`src/rtl/ysyx_25040129_axi_pkg.sv`:
```
// ----------------------------------------------------------------------------
// ysyx_25040129_axi_pkg
//
// Purpose: definitions shared by the AXI4 master front-end and its grant unit.
//   - axi_state_e : transaction FSM states (IDLE, AR, R, AW_W, B)
//   - owner_e     : which requester owns the current transaction
//   - GNT_IFU/GNT_LSU : bit positions inside the one-hot grant vector
//   - SIZE_4B, BURST_INCR, RESP_OKAY : fixed AXI encodings
// Ports: none (package).
// ----------------------------------------------------------------------------
package ysyx_25040129_axi_pkg;

    typedef enum logic [2:0] {
        ST_IDLE = 3'd0,
        ST_AR   = 3'd1,
        ST_R    = 3'd2,
        ST_AW_W = 3'd3,
        ST_B    = 3'd4
    } axi_state_e;

    typedef enum logic {
        OWN_IFU = 1'b0,
        OWN_LSU = 1'b1
    } owner_e;

    localparam int GNT_IFU = 0;
    localparam int GNT_LSU = 1;

    localparam logic [2:0] SIZE_4B    = 3'b010;
    localparam logic [1:0] BURST_INCR = 2'b01;
    localparam logic [1:0] RESP_OKAY  = 2'b00;

endpackage

```
`src/rtl/axi_rr_arbiter.sv`:
```
// ----------------------------------------------------------------------------
// axi_rr_arbiter
//
// Purpose: 2-way grant unit for the AXI master front-end. Produces a one-hot
// grant while enabled (the parent enables it only in IDLE).
//   YSYX_25040129_AXI_RR_EN defined   : round-robin, a tie goes to the
//                                       requester that was not granted last.
//   YSYX_25040129_AXI_RR_EN undefined : fixed priority, LSU beats IFU.
//
// Ports:
//   en_i         in  1 : grant enable
//   req_ifu_i    in  1 : IFU request
//   req_lsu_i    in  1 : LSU request
//   last_grant_i in  1 : requester granted most recently (owner_e)
//   grant_o      out 2 : one-hot grant, bit GNT_IFU / GNT_LSU
// ----------------------------------------------------------------------------
module axi_rr_arbiter
    import ysyx_25040129_axi_pkg::*;
(
    input  logic       en_i,
    input  logic       req_ifu_i,
    input  logic       req_lsu_i,
    input  owner_e     last_grant_i,
    output logic [1:0] grant_o
);

    always_comb begin
        grant_o = 2'b00;
        if (en_i) begin
            if (req_ifu_i && req_lsu_i) begin
`ifdef YSYX_25040129_AXI_RR_EN
                if (last_grant_i == OWN_IFU) begin
                    grant_o[GNT_LSU] = 1'b1;
                end else begin
                    grant_o[GNT_IFU] = 1'b1;
                end
`else
                grant_o[GNT_LSU] = 1'b1;
`endif
            end else if (req_lsu_i) begin
                grant_o[GNT_LSU] = 1'b1;
            end else if (req_ifu_i) begin
                grant_o[GNT_IFU] = 1'b1;
            end
        end
    end

`ifndef YSYX_25040129_AXI_RR_EN
    // Fixed priority has no use for the history bit.
    logic unused_last_grant;
    assign unused_last_grant = last_grant_i;
`endif

endmodule

```
`src/rtl/axi_master_arbiter.sv`:
```
// ----------------------------------------------------------------------------
// axi_master_arbiter
//
// Purpose: two-requester AXI4 master front-end. Grants IFU or LSU one at a
// time, issues a BURST_LEN-beat INCR read for IFU line fills or a single-beat
// read/write for the LSU, and routes the read beats / write response back to
// the owner. Exactly one AXI transaction is outstanding at any time.
// Build option: YSYX_25040129_AXI_RR_EN selects round-robin arbitration
// (default: fixed priority, LSU first).
//
// Ports:
//   clock, reset (async, active-high)
//   ifu_req_{valid,ready,addr}, ifu_resp_{valid,data,last}
//   lsu_req_{valid,ready,wen,addr,wdata,wstrb}, lsu_resp_{valid,data,err}
//   io_master_aw{valid,ready,addr,id,len,size,burst}
//   io_master_w{valid,ready,data,strb,last}
//   io_master_b{valid,ready,resp}
//   io_master_ar{valid,ready,addr,id,len,size,burst}
//   io_master_r{valid,ready,data,resp,last}
// ----------------------------------------------------------------------------
module axi_master_arbiter
    import ysyx_25040129_axi_pkg::*;
#(
    parameter int BURST_LEN = 4,
    parameter int ADDR_W    = 32,
    parameter int DATA_W    = 32
) (
    input  logic                  clock,
    input  logic                  reset,

    input  logic                  ifu_req_valid,
    output logic                  ifu_req_ready,
    input  logic [ADDR_W-1:0]     ifu_req_addr,
    output logic                  ifu_resp_valid,
    output logic [DATA_W-1:0]     ifu_resp_data,
    output logic                  ifu_resp_last,

    input  logic                  lsu_req_valid,
    output logic                  lsu_req_ready,
    input  logic                  lsu_req_wen,
    input  logic [ADDR_W-1:0]     lsu_req_addr,
    input  logic [DATA_W-1:0]     lsu_req_wdata,
    input  logic [DATA_W/8-1:0]   lsu_req_wstrb,
    output logic                  lsu_resp_valid,
    output logic [DATA_W-1:0]     lsu_resp_data,
    output logic                  lsu_resp_err,

    output logic                  io_master_awvalid,
    input  logic                  io_master_awready,
    output logic [ADDR_W-1:0]     io_master_awaddr,
    output logic [3:0]            io_master_awid,
    output logic [7:0]            io_master_awlen,
    output logic [2:0]            io_master_awsize,
    output logic [1:0]            io_master_awburst,

    output logic                  io_master_wvalid,
    input  logic                  io_master_wready,
    output logic [DATA_W-1:0]     io_master_wdata,
    output logic [DATA_W/8-1:0]   io_master_wstrb,
    output logic                  io_master_wlast,

    input  logic                  io_master_bvalid,
    output logic                  io_master_bready,
    input  logic [1:0]            io_master_bresp,

    output logic                  io_master_arvalid,
    input  logic                  io_master_arready,
    output logic [ADDR_W-1:0]     io_master_araddr,
    output logic [3:0]            io_master_arid,
    output logic [7:0]            io_master_arlen,
    output logic [2:0]            io_master_arsize,
    output logic [1:0]            io_master_arburst,

    input  logic                  io_master_rvalid,
    output logic                  io_master_rready,
    input  logic [DATA_W-1:0]     io_master_rdata,
    input  logic [1:0]            io_master_rresp,
    input  logic                  io_master_rlast
);

    localparam int BEAT_W = $clog2(BURST_LEN) + 1;

    // IFU fills are aligned to the start of the BURST_LEN-word line.
    function automatic logic [ADDR_W-1:0] line_base(input logic [ADDR_W-1:0] a);
        return a & ~ADDR_W'(BURST_LEN * 4 - 1);
    endfunction

    axi_state_e              state_q, state_d;
    owner_e                  owner_q, owner_d;
    owner_e                  last_grant_q, last_grant_d;
    logic                    aw_done_q, aw_done_d;
    logic                    w_done_q, w_done_d;
    logic [BEAT_W-1:0]       beat_q, beat_d;

    logic [ADDR_W-1:0]       addr_q;
    logic [DATA_W-1:0]       wdata_q;
    logic [DATA_W/8-1:0]     wstrb_q;

    logic [1:0]              grant;
    logic                    grant_any;
    logic                    aw_fire;
    logic                    w_fire;
    logic                    in_r;
    logic                    in_b;

    axi_rr_arbiter u_arb (
        .en_i         (state_q == ST_IDLE),
        .req_ifu_i    (ifu_req_valid),
        .req_lsu_i    (lsu_req_valid),
        .last_grant_i (last_grant_q),
        .grant_o      (grant)
    );

    assign grant_any = |grant;

    // Request ready is the grant itself: high only in the IDLE cycle that
    // accepts the request, so it is naturally a one-cycle pulse.
    assign ifu_req_ready = grant[GNT_IFU];
    assign lsu_req_ready = grant[GNT_LSU];

    // ---------------- control registers ----------------
    always_ff @(posedge clock or posedge reset) begin
        if (reset) begin
            state_q      <= ST_IDLE;
            owner_q      <= OWN_IFU;
            last_grant_q <= OWN_IFU;
            aw_done_q    <= 1'b0;
            w_done_q     <= 1'b0;
            beat_q       <= '0;
        end else begin
            state_q      <= state_d;
            owner_q      <= owner_d;
            last_grant_q <= last_grant_d;
            aw_done_q    <= aw_done_d;
            w_done_q     <= w_done_d;
            beat_q       <= beat_d;
        end
    end

    // ---------------- request payload capture ----------------
    always_ff @(posedge clock) begin
        if (grant[GNT_LSU]) begin
            addr_q  <= lsu_req_addr;
            wdata_q <= lsu_req_wdata;
            wstrb_q <= lsu_req_wstrb;
        end else if (grant[GNT_IFU]) begin
            addr_q  <= ifu_req_addr;
        end
    end

    assign aw_fire = io_master_awvalid & io_master_awready;
    assign w_fire  = io_master_wvalid & io_master_wready;

    always_comb begin
        state_d      = state_q;
        owner_d      = owner_q;
        last_grant_d = last_grant_q;
        aw_done_d    = aw_done_q;
        w_done_d     = w_done_q;
        beat_d       = beat_q;
        case (state_q)
            ST_IDLE: begin
                aw_done_d = 1'b0;
                w_done_d  = 1'b0;
                beat_d    = '0;
                if (grant_any) begin
                    if (grant[GNT_LSU]) begin
                        owner_d      = OWN_LSU;
                        last_grant_d = OWN_LSU;
                        state_d      = lsu_req_wen ? ST_AW_W : ST_AR;
                    end else begin
                        owner_d      = OWN_IFU;
                        last_grant_d = OWN_IFU;
                        state_d      = ST_AR;
                    end
                end
            end
            ST_AR: begin
                if (io_master_arready) begin
                    state_d = ST_R;
                end
            end
            ST_R: begin
                if (io_master_rvalid) begin
                    beat_d = beat_q + 1'b1;
                    if (io_master_rlast) begin
                        state_d = ST_IDLE;
                    end
                end
            end
            ST_AW_W: begin
                // Address and data handshakes complete independently.
                if (aw_fire) aw_done_d = 1'b1;
                if (w_fire)  w_done_d  = 1'b1;
                if ((aw_done_q || aw_fire) && (w_done_q || w_fire)) begin
                    state_d = ST_B;
                end
            end
            ST_B: begin
                if (io_master_bvalid) begin
                    state_d = ST_IDLE;
                end
            end
            default: state_d = ST_IDLE;
        endcase
    end

    // ---------------- AXI channel outputs ----------------
    assign io_master_arvalid = (state_q == ST_AR);
    assign io_master_araddr  = (owner_q == OWN_IFU) ? line_base(addr_q) : addr_q;
    assign io_master_arlen   = (owner_q == OWN_IFU) ? 8'(BURST_LEN - 1) : 8'd0;
    assign io_master_arid    = 4'd0;
    assign io_master_arsize  = SIZE_4B;
    assign io_master_arburst = BURST_INCR;

    assign io_master_awvalid = (state_q == ST_AW_W) && !aw_done_q;
    assign io_master_awaddr  = addr_q;
    assign io_master_awid    = 4'd0;
    assign io_master_awlen   = 8'd0;
    assign io_master_awsize  = SIZE_4B;
    assign io_master_awburst = BURST_INCR;

    assign io_master_wvalid  = (state_q == ST_AW_W) && !w_done_q;
    assign io_master_wdata   = wdata_q;
    assign io_master_wstrb   = wstrb_q;
    assign io_master_wlast   = io_master_wvalid;

    assign io_master_bready  = (state_q == ST_B);
    assign io_master_rready  = (state_q == ST_R);

    // ---------------- response routing ----------------
    assign in_r = (state_q == ST_R) && io_master_rvalid;
    assign in_b = (state_q == ST_B) && io_master_bvalid;

    // IFU sees every beat unconditionally; rresp is not reported to it.
    assign ifu_resp_valid = in_r && (owner_q == OWN_IFU);
    assign ifu_resp_data  = io_master_rdata;
    assign ifu_resp_last  = ifu_resp_valid && io_master_rlast;

    assign lsu_resp_valid = (in_r && (owner_q == OWN_LSU)) || in_b;
    assign lsu_resp_data  = (state_q == ST_R) ? io_master_rdata : '0;

    // An LSU read is a single beat, so rlast anywhere but beat 0 is a
    // protocol error reported alongside a non-OKAY rresp.
    always_comb begin
        lsu_resp_err = 1'b0;
        if (state_q == ST_R) begin
            lsu_resp_err = (io_master_rresp != RESP_OKAY) ||
                           (io_master_rlast && (beat_q != '0));
        end else if (state_q == ST_B) begin
            lsu_resp_err = (io_master_bresp != RESP_OKAY);
        end
    end

endmodule

```
`config.mk`:
```
export PLATFORM = sky130hd
export DESIGN_NAME = axi_master_arbiter
export DESIGN_NICKNAME = d
export VERILOG_FILES = /design/src/rtl/ysyx_25040129_axi_pkg.sv /design/src/rtl/axi_rr_arbiter.sv /design/src/rtl/axi_master_arbiter.sv
export SDC_FILE = /design/constraint.sdc
export NUM_CORES = 1
export LEC_CHECK = 0
export ABC_AREA = 1
export CORE_AREA = 2 2 139 141
export DETAILED_ROUTE_END_ITERATION = 8
export DIE_AREA = 0 0 141 143
export GPL_TIMING_DRIVEN = 0
export HOLD_SLACK_MARGIN = 0.12
export PLACE_DENSITY = 0.7
export SYNTH_ARGS = -nofsm -noshare
export SYNTH_HDL_FRONTEND = slang
export SYNTH_SLANG_ARGS = --single-unit
export TNS_END_PERCENT = 10
```
`constraint.sdc`:
```
create_clock -name clock -period 2.2 [get_ports clock]
set_input_delay 0.44 -clock clock [delete_from_list [all_inputs] [get_ports clock]]
set_output_delay 0.44 -clock clock [all_outputs]
set_load 0.01 [all_outputs]
```
After elaboration in Yosys (flattened, before gate mapping). Index checks and enable logic that the tools add are counted.

Register bits: 77. Input bits: 147. Output and inout port bits: 210. Word-level logic and storage cells: 82.

$add $sub $neg: 1. Equality and inequality tests: 12. Multiplexer cells: 29. Bitwise operators: 3. Reduce and logical (&&, ||, !) cells: 29.

Operators by type and width (count): 32-bit two-way mux (3); 3-bit two-way mux (7); 3-bit case mux with 5 select lines (1); 2-bit inequality test (second input constant) (6); 1-bit logical AND (10); 1-bit two-way mux (10); 2-bit nonzero test (5); 2-bit two-way mux (4); 2-bit AND reduction (4); 3-bit by 2-bit equality test with 1-bit output (second input constant) (2); 3-bit case mux with 2 select lines (1); 6-bit AND reduction (1); 1-bit logical OR (4); 4-bit two-way mux (1); 2-bit by 1-bit inequality test with 1-bit output (second input constant) (2); 1-bit case mux with 2 select lines (2); 3-bit by 1-bit adder with 3-bit output (second input constant) (1); 3-bit by 1-bit equality test with 1-bit output (second input constant) (1); 3-bit equality test (second input constant) (1); 3-bit zero test (1); 3-bit nonzero test (1); 1-bit AND (2); 1-bit zero test (2); 2-bit OR reduction (1); 1-bit NOT (1).

Logic depth before layout (Yosys ltp).
Depth in word-level cells: 7. Mapped depth: 9.

Hierarchy. A second synthesis with hierarchy kept.

Cells, all modules: 371. Area, all modules: 4065.1 um^2.

Modules (own cells, without submodules): axi_master_arbiter (instances 1, cells an instance 367, area each 4047.6 um^2); axi_rr_arbiter (instances 1, cells an instance 4, area each 17.5 um^2).

Worst setup path after synthesis. No wires, ideal clock.

Kind: reg2reg. Start: register state_q[0]. End: register addr_q[0], in the netlist io_master_awaddr[0] (enable). Data arrival time: 1.521 ns. Required time: 1.813 ns. Setup slack: 0.292 ns. Stages on the path, launching flop included: 6. Clock period less this slack: 1.908 ns. Cells stage by stage: dfrtp_1 > nor2_4 > nand2_4 > nor2_8 > nor2_1 > inv_1.

Cells in the longest elaborated chain, start to end: 3.

Ends and longest elaborated chain: start: declaration (RTL line axi_master_arbiter.sv:88) `axi_state_e state_q, state_d;`; start signal: assignment (RTL line axi_master_arbiter.sv:131) `state_q <= state_d;`; 3-bit zero test (RTL line axi_master_arbiter.sv:107) `.en_i (state_q == ST_IDLE),`; 2-bit two-way mux (RTL line axi_rr_arbiter.sv:29) `if (en_i) begin`; 2-bit nonzero test (no source line); end signal: assignment (RTL line axi_master_arbiter.sv:143) `addr_q <= lsu_req_addr;`; end signal: assignment (RTL line axi_master_arbiter.sv:147) `addr_q <= ifu_req_addr;`; end: declaration (RTL line axi_master_arbiter.sv:95) `logic [ADDR_W-1:0] addr_q;`.

Every way passes these cells. A chain may end at the register's enable or synchronous reset.

Worst setup path in the final report.
Start: register state_q[0]. End: output lsu_resp_data[26].

Cells in the longest elaborated chain, start to end: 2.

Ends and longest elaborated chain: 3-bit by 2-bit equality test with 1-bit output (RTL line axi_master_arbiter.sv:241) `assign lsu_resp_data = (state_q == ST_R) ? io_master_rdata : '0;`; 32-bit two-way mux (RTL line axi_master_arbiter.sv:241); end: declaration (RTL line axi_master_arbiter.sv:45) `output logic [DATA_W-1:0] lsu_resp_data,`.

Every way passes these cells.

==> impl_metrics.ini <==
[final_layout]
final_cell_mix = clkdlybuf4s50_1 (280), nand2_1 (120), buf_4 (108), edfxtp_1 (68), inv_1 (57)
areaGrowthSynthToFinish_pct = 98.99
final_common_cell = clkdlybuf4s50_1
layout-drive-gt1-share = 0.2442
final_cell_area_mm2 = 0.008162
stdcell_count = 1049
nFillCells = 1802
nNetsFinal = 959
antenna_cells = 0

[floorplanning]
die_height_um = 143
core_mm2 = 0.01858
start_util = 0.2207
io_pins = 357
die_area_mm2 = 0.02016
die_w_um = 141
rows = 50

[setup_path]
cp-end-kind = output port
cp.required_ns = 1.76
arrival_ns = 1.69
worstPathMaxFanout = 10
worstPathCellList = nor3_4, buf_6, inv_4, buf_6, buf_6, nor2_2, buf_2
cp-startpoint = state_q[0]$_DFFE_PP0P_
cp_common_cell = buf_6
rr_endpoint = io_master_awaddr[4]$_DFFE_PP_
slowest_stage = dfrtp_2
crit_type = reg2out
regToRegSetupSlack_ns = 0.22
crit_path_max_incr_delay_ns = 0.46
cp-start-kind = register
rr_worst_depth = 7
r2r-start = state_q[1]$_DFFE_PP0P_

[synth]
avgSynthCellArea_um2 = 9.472
ys_warn_count = 0
async_flop_share = 0.1169
synth_flop_cell = edfxtp_1
synth_edf_count = 68
ys_ff_latch = 77
seq_area_frac_synth = 0.5528
synth_area_mm2 = 0.004101
synthCells = 433
ys_types = 26

[sta]
drv_slew = 0
timing.fmax_mhz = 470.4
hold_viol_final = 0
finalSetupViolCount = 0
finClkSkew_ns = 0.005719
rsz0062_at_grt = true
period_share = 0.9664
period_minus_slack_ns = 2.126

[clock_network]
clock_latency_ns = 0.33
clk_pin_slew_ns = 0.06
cts_tree = built
clockBufferDepth = 2
cts_sinks = 77
cts_made_buffers = 9
cts_root_buffer = clkbuf_16
cts-htree-levels = 3
cts_hold_buf = 0

[pwr]
ir_drop_mv = 0.5149
power_density_mw_per_mm2 = 1090
p_leak_nw = 3.821

[global_route]
grt_use_met3 = 0.05433
first_global_vias = 3761
gr-usage-met2 = 0.2647
met1_usage = 0.1430
antenna_found_initial = 0
grtUsageTotal = 0.1408
grt-busiest-layer = met2
overflow = 0
grt_max_degree = 33
grt_pass1_wl_um = 20960

[drt]
drtIter0Drc = 143
drtPass1Iterations = 4
drc = 0
vias_per_cell = 3.746
via_count = 3930
ant_nets = 0
wire_per_inst_um = 14.27
routed_wl_um = 14970

[placed_design]
dpl_cell_area_mm2 = 0.007750
hpwlAfterDp_um = 11960
portBuffers = 324
post-place-cells = 1021
gp_congestion = 0.7931

[min_path]
hold_path.class = in2async

[status]
outcome = complete, no violations

[job]
drv_cap = 0
cell type report:
type                       instances  area (um^2)  share of cell area
buffer                           103        795.8             0.09750
tap                              234        292.8             0.03587
multi-input combinational        222         1016              0.1245
timing repair buffer             336         3219              0.3945
sequential                        77         2271              0.2782
inverter                          61        236.5             0.02897
clock buffer                       9        225.2             0.02759
clock inverter                     7        105.1             0.01288
metrics by stage:
step           power, W  setup TNS (ns)  hold slack, ns  worst slack, ns    util
5_1_grt        0.009435         -0.1611          0.4558         -0.04099  0.4393
3_5_place_dp   0.007146          -19.19          0.5593          -0.9962  0.4171
6_report       0.008899               0          0.4435          0.07393  0.4393
4_1_cts        0.008949         -0.5704          0.4512          -0.1207  0.4362
2_1_floorplan  0.004523               0          0.2679           0.2924       -
3_3_place_gp   0.007121          -34.06          0.5433          -0.9873  0.4171
kinds of logic after synthesis:
kind of cell,Yosys count,synth area share
other,2,0.001831
buffers and inverters,164,0.2459
DFF,77,0.5528
xor gates and xnor gates,1,0.002136
AOI/OAI and AO/OA,10,0.01312
adders and majority gates,2,0.006100
and+or+nand+nor,177,0.1782
cells in the mapped netlist (2+ instances only):
master,number,share of area
dfrtp_1,9,0.055
nand2_2,2,0.0031
inv_1,58,0.053
conb_1,2,0.0018
inv_2,2,0.0018
buf_6,3,0.0082
buf_4,97,0.18
nand2_1,120,0.11
o21ai_0,7,0.0085
buf_2,3,0.0037
nor3_1,2,0.0024
nand3_1,7,0.0085
nor2_1,40,0.037
edfxtp_1,68,0.50
ha_1,2,0.0061
power by group:
part / leakage (nW) / switching [W] / total [W] / internal, W
Sequential: 0.752 / 0.000302 / 0.00258 / 0.00227
Combinational: 2.91 / 0.00218 / 0.00467 / 0.00249
Clock: 0.159 / 0.000639 / 0.00165 / 0.00101
sequential cells by signal (all words and copies together), names as in the netlist:
signal	count
io_master_awaddr	32
state_q	3
io_master_wdata	32
beat_q	3
owner_q	1
w_done_q	1
aw_done_q	1
io_master_wstrb	4
per-layer routing:
layer / wire (um) / part of all wire / vias up
met5: 0 / 0 / -
li1: - / - / 1968
met1: 5218 / 0.35 / 1724
met3: 1404 / 0.094 / 19
met2: 8088 / 0.54 / 219
met4: 258 / 0.017 / 0
worst max-delay path by stage:
stage	endpoint	slack, ns	depth (start not counted)
floorplan	io_master_awaddr[0]$_DFFE_PP_	0.29	5
global placement	lsu_req_ready	-0.99	5
detailed placement	lsu_req_ready	-1.0	5
CTS	io_master_wvalid	-0.12	7
global route	lsu_resp_err	-0.04	7
finish	lsu_resp_data[26]	0.07	7
timing repair:
item,4_1_cts,5_1_grt
pin swaps,3,3
endpoints found under the setup margin,45,39
resized for setup,164,25
cloned,1,0
setup buffers,8,3
worst max-delay path: cells and delay by family, from the launching register on:
| family | cells | cell delay, ns |
|---|---|---|
| buf+inv | 5 | 0.60 |
| flops | 1 | 0.46 |
| simple gates | 2 | 0.29 |
Note: power is estimated with default switching activity, not from simulation.
